[config.mk]
export PLATFORM = sky130hd
export DESIGN_NAME = serial_word_comp
export DESIGN_NICKNAME = d
export VERILOG_FILES = /design/src/rtl/serial_word_comp.sv
export SDC_FILE = /design/constraint.sdc
export NUM_CORES = 1
export LEC_CHECK = 0
export CAP_MARGIN = 5
export CORE_MARGIN = 3
export CORE_UTILIZATION = 25
export CTS_CLUSTER_DIAMETER = 30
export DETAILED_ROUTE_END_ITERATION = 8
export PLACE_DENSITY = 0.43
export SYNTH_ARGS = -nofsm -noshare
export SYNTH_HDL_FRONTEND = slang
export SYNTH_SLANG_ARGS = --single-unit
export TNS_END_PERCENT = 5
[constraint.sdc]
create_clock -name clk -period 3.9 [get_ports clk]
set_input_delay 0.585 -clock clk [delete_from_list [all_inputs] [get_ports clk]]
set_output_delay 0.585 -clock clk [all_outputs]
set_load 0.005 [all_outputs]
[src/rtl/serial_word_comp.sv]
// Serial word complementer: LSB-first WIDTH-bit words are passed, ones'/two's
// complemented or incremented bit by bit, with one-cycle registered latency.
module serial_word_comp #(
    parameter int WIDTH = 8
) (
    input  logic       clk,
    input  logic       rst,
    input  logic       in_valid,
    input  logic       in_bit,
    input  logic       in_first,
    input  logic [1:0] mode,
    output logic       out_valid,
    output logic       out_bit,
    output logic       out_first,
    output logic       out_last,
    output logic       out_flag,
    output logic       busy,
    output logic       err
);

    localparam int CNT_W = (WIDTH > 1) ? $clog2(WIDTH) : 1;
    localparam logic [CNT_W-1:0] LAST_CNT = CNT_W'(WIDTH - 1);

    localparam logic [0:0] IDLE = 1'b0;
    localparam logic [0:0] BUSY = 1'b1;

    localparam logic [1:0] MODE_PASS = 2'b00;
    localparam logic [1:0] MODE_ONES = 2'b01;
    localparam logic [1:0] MODE_TWOS = 2'b10;

    logic [0:0]       state_q, state_d;
    logic [CNT_W-1:0] cnt_q, cnt_d;
    logic [1:0]       mode_q, mode_d;
    logic             seen_one_q, seen_one_d;
    logic             carry_q, carry_d;
    logic             out_valid_q, out_valid_d;
    logic             out_bit_q, out_bit_d;
    logic             out_first_q, out_first_d;
    logic             out_last_q, out_last_d;
    logic             out_flag_q, out_flag_d;
    logic             err_q, err_d;

    logic             start, process, is_last, x_bit, flag_bit;
    logic [1:0]       eff_mode;
    logic [CNT_W-1:0] eff_cnt;
    logic             eff_seen, eff_carry;

    always_comb begin
        // NOTE: every signal assigned here gets a default first, so no path leaves a latch.
        start     = in_valid & in_first;
        process   = start | (in_valid & (state_q == BUSY));
        // A word start (including an abort-restart) reinitialises the per-word state.
        eff_mode  = start ? mode  : mode_q;
        eff_cnt   = start ? '0    : cnt_q;
        eff_seen  = start ? 1'b0  : seen_one_q;
        eff_carry = start ? 1'b1  : carry_q;
        is_last   = (eff_cnt == LAST_CNT);

        case (eff_mode)
            MODE_PASS: x_bit = in_bit;
            MODE_ONES: x_bit = ~in_bit;
            MODE_TWOS: x_bit = eff_seen ? ~in_bit : in_bit;
            default:   x_bit = in_bit ^ eff_carry;
        endcase

        case (eff_mode)
            MODE_TWOS: flag_bit = is_last & in_bit & ~eff_seen;
            2'b11:     flag_bit = is_last & in_bit & eff_carry;
            default:   flag_bit = 1'b0;
        endcase

        state_d     = state_q;
        cnt_d       = cnt_q;
        mode_d      = mode_q;
        seen_one_d  = seen_one_q;
        carry_d     = carry_q;
        out_valid_d = 1'b0;
        out_bit_d   = out_bit_q;
        out_first_d = out_first_q;
        out_last_d  = out_last_q;
        out_flag_d  = out_flag_q;
        err_d       = in_valid & (((state_q == IDLE) & ~in_first) |
                                  ((state_q == BUSY) & in_first));

        if (process) begin
            state_d     = is_last ? IDLE : BUSY;
            cnt_d       = is_last ? '0 : eff_cnt + CNT_W'(1);
            mode_d      = eff_mode;
            seen_one_d  = eff_seen | in_bit;
            carry_d     = in_bit & eff_carry;
            out_valid_d = 1'b1;
            out_bit_d   = x_bit;
            out_first_d = (eff_cnt == '0);
            out_last_d  = is_last;
            out_flag_d  = flag_bit;
        end
    end

    // NOTE: state is updated with non-blocking assignments so all flops see pre-edge values.
    always_ff @(posedge clk or negedge rst) begin
        if (!rst) begin
            state_q     <= IDLE;
            cnt_q       <= '0;
            mode_q      <= MODE_PASS;
            seen_one_q  <= 1'b0;
            carry_q     <= 1'b1;
            out_valid_q <= 1'b0;
            out_bit_q   <= 1'b0;
            out_first_q <= 1'b0;
            out_last_q  <= 1'b0;
            out_flag_q  <= 1'b0;
            err_q       <= 1'b0;
        end else begin
            state_q     <= state_d;
            cnt_q       <= cnt_d;
            mode_q      <= mode_d;
            seen_one_q  <= seen_one_d;
            carry_q     <= carry_d;
            out_valid_q <= out_valid_d;
            out_bit_q   <= out_bit_d;
            out_first_q <= out_first_d;
            out_last_q  <= out_last_d;
            out_flag_q  <= out_flag_d;
            err_q       <= err_d;
        end
    end

    assign out_valid = out_valid_q;
    assign out_bit   = out_bit_q;
    assign out_first = out_first_q;
    assign out_last  = out_last_q;
    assign out_flag  = out_flag_q;
    assign busy      = (state_q == BUSY);
    assign err       = err_q;

endmodule
==> run metrics <==
Root Buffer clkbuf_4; max cap viols 0; R2R cell count 6; clock tree sinks 14; CP Launch Point in_first; share of layout cells above drive strength 1 0.0753; DRT iter0 DRCs 6; filler cell count 262; worst-skew pair later-pin latency 0.28 ns; end of the worst hold path cnt_q[2]$_DFFE_PN0P_; Cell Chain, Critical Path clkdlybuf4s50_1, nand2_1, nand2_1, inv_1, ha_1, ha_1, nand3_1, a211oi_1, a21o_1; Finished Cell Area 905 sq um; Resized cells post-CTS 0; worst r2r src busy$_DFFE_PN0P_; synth top area cells dfrtp_1, nand2_1, ha_1, o21ai_0, dfstp_2; Final Hold Fails 0; Max clock buf depth 2; wire length per cell roughly 12 um; reg2reg end out_flag$_DFFE_PN0P_; storage element area 352 sq um; core outline area 2590 sq um; CTS tree yes; buffer count from post-CTS setup fixing 0; Routed Antenna Nets 0; R2R setup slack ~2.5 ns; routed vias/inst 4.36; CTS Hold Bufs 0; detailed placement HPWL 1.04 mm; antenna cells 0; Lkg Pwr approximately 0.00046 uW; post-synth cell types 24; synthesized area per cell about 9.2 sq um; main flop type after synthesis dfrtp_1; Post-Layout Cell Count 123; EDFF count, synth 0; clock-pin slew on the worst setup and hold paths 0.09 ns; period utilisation layout 0.573; placed standard-cell area slightly below 900 sq um; pwr/cell area 424 nW/um^2; Cells after Synth 77; most common cell after layout, fill and taps aside nand2_1; status finished, final reports clean; Worst Hold Depth 2; H-tree depth 1; row count 18; sum of negative setup slack 0 ns; WL final between 1 and 1.5 mm; initial core utilization 0.273; count of final setup violators 0; Seq/Total Area, Yosys 0.496; internal power 277 uW; CP Capture Type flip-flop; CP max stage delay between 0.6 and 0.7 ns; vias in the first global route about 550; type of the worst setup path input pin to flip-flop; Yosys top cell area share 0.459; slowest CP cell clkdlybuf4s50_1; Placer Congestion 0.697; synth-to-layout area growth 27.7%; min-delay src cnt_q[2]$_DFFE_PN0P_; clock network fraction of total power 0.273; Largest regs cnt_q x3, mode_q x2; Startpoint Class input pin; via count 536; CP arrival roughly 2.4 ns; first-pass GRT wire length 2.58 mm; clock skew 0.00441 ns; asr flop ratio synth 1.00; die area between 3000 and 4000 sq um; crit-path max FO 10; Placed Cells 119; global route overflow 0; Net Count, Synth just under 90; synth warn 0; top cell type by total area after synthesis dfrtp_1; Net Sw Frac 0.277; Pins Over Slew Limit 0; Hold WC Path Type flip-flop to flip-flop; Post-Syn Area 708 sq um; I/O Buffers 13; Die X 59.2 um; CTS buffer count 3; flop and latch count out of synthesis 14; Slew @ Worst Pin 0.686 ns; CP Data Required Time 4.08 ns; Comb pwr share 0.245; final critical-path required period 2.23 ns; nets 106; initial antenna violation count 0; Detailed Routing Iterations Pass 1 4; Die Ht around 60 um; RSZ-0062 raised after global routing no; Multi-input gate area 315 sq um; most frequent cells in the layout nand2_1, dfrtp_1, clkdlybuf4s50_1, inv_1, o21ai_0; Top reg by flops cnt_q; Total Power between 300 and 400 uW; max reg flops 3; peak supply drop 218 uV; DRC viols 0; Highest Clock Rate 448 MHz; IO Count 14; Sw Pwr 106 uW; largest net degree at the start of global routing 15; Reg power frac 0.482; relative slew slack 0.541; gr usage total 0.0992
-- metrics by stage --
stage | util | hold slack [ns] | worst slack, ns
after floorplan | - | 0.289 | 2.14
final | 0.349 | 0.476 | 1.67
after global placement | 0.335 | 0.453 | 1.37
after global routing | 0.349 | 0.497 | 1.50
after detailed placement | 0.335 | 0.457 | 1.32
after CTS | 0.349 | 0.480 | 1.64
-- cell usage after synthesis, types with 2 or more instances --
library cell	count
nor2_1	4
dfrtp_1	13
o21ai_0	7
nand2_1	21
ha_1	5
and2_1	2
inv_1	7
a21oi_1	2
-- cell type report --
type,instances,area share
Tap cell,30,0.0415
Sequential cell,14,0.389
Clock buffer,4,0.0401
Inverter,7,0.0290
Multi-Input combinational cell,54,0.349
Timing Repair Buffer,14,0.152
-- how the worst max path moves through the flow --
stage / end / slack, ns / cells past startpoint
6_report: out_flag$_DFFE_PN0P_ / 1.67 / 9
5_1_grt: out_flag$_DFFE_PN0P_ / 1.50 / 9
4_1_cts: out_flag$_DFFE_PN0P_ / 1.64 / 9
3_5_place_dp: out_flag$_DFFE_PN0P_ / 1.32 / 9
3_3_place_gp: out_flag$_DFFE_PN0P_ / 1.37 / 9
2_1_floorplan: out_flag$_DFFE_PN0P_ / 2.14 / 9
-- power groups by stage --
| stage | clock (uW) | sequential, uW | combinational [uW] |
|---|---|---|---|
| after floorplan | 0 | 186 | 53.9 |
| after global placement | 0 | 188 | 98.1 |
| final | 105 | 185 | 93.9 |
| after global routing | 118 | 189 | 113 |
| after detailed placement | 0 | 188 | 95.4 |
| after CTS | 110 | 185 | 96.1 |
-- critical path, delay by kind of cell --
| kind | cells | cell delay (ns) |
|---|---|---|
| adders and majority gates | 2 | 0.42 |
| and+or+nand+nor | 3 | 0.46 |
| buffers and inverters | 2 | 0.72 |
| AOI/OAI and AO/OA | 2 | 0.21 |
-- logic make-up after synthesis --
kind of cell,synth area share
simple gates,0.196
compound gates,0.134
buf+inv,0.0583
flops,0.496
fa+ha+maj,0.0883
mux,0.0141
xor+xnor,0.0124
-- layer usage --
metal / part of all wire / vias up / track usage
met5: 0 / - / 0
met4: 0.010 / 0 / 0.0194
met3: 0.045 / 2 / 0.0458
met2: 0.41 / 9 / 0.137
met1: 0.53 / 242 / 0.141
li1: - / 283 / -
Power figures use the tool's default switching activity.
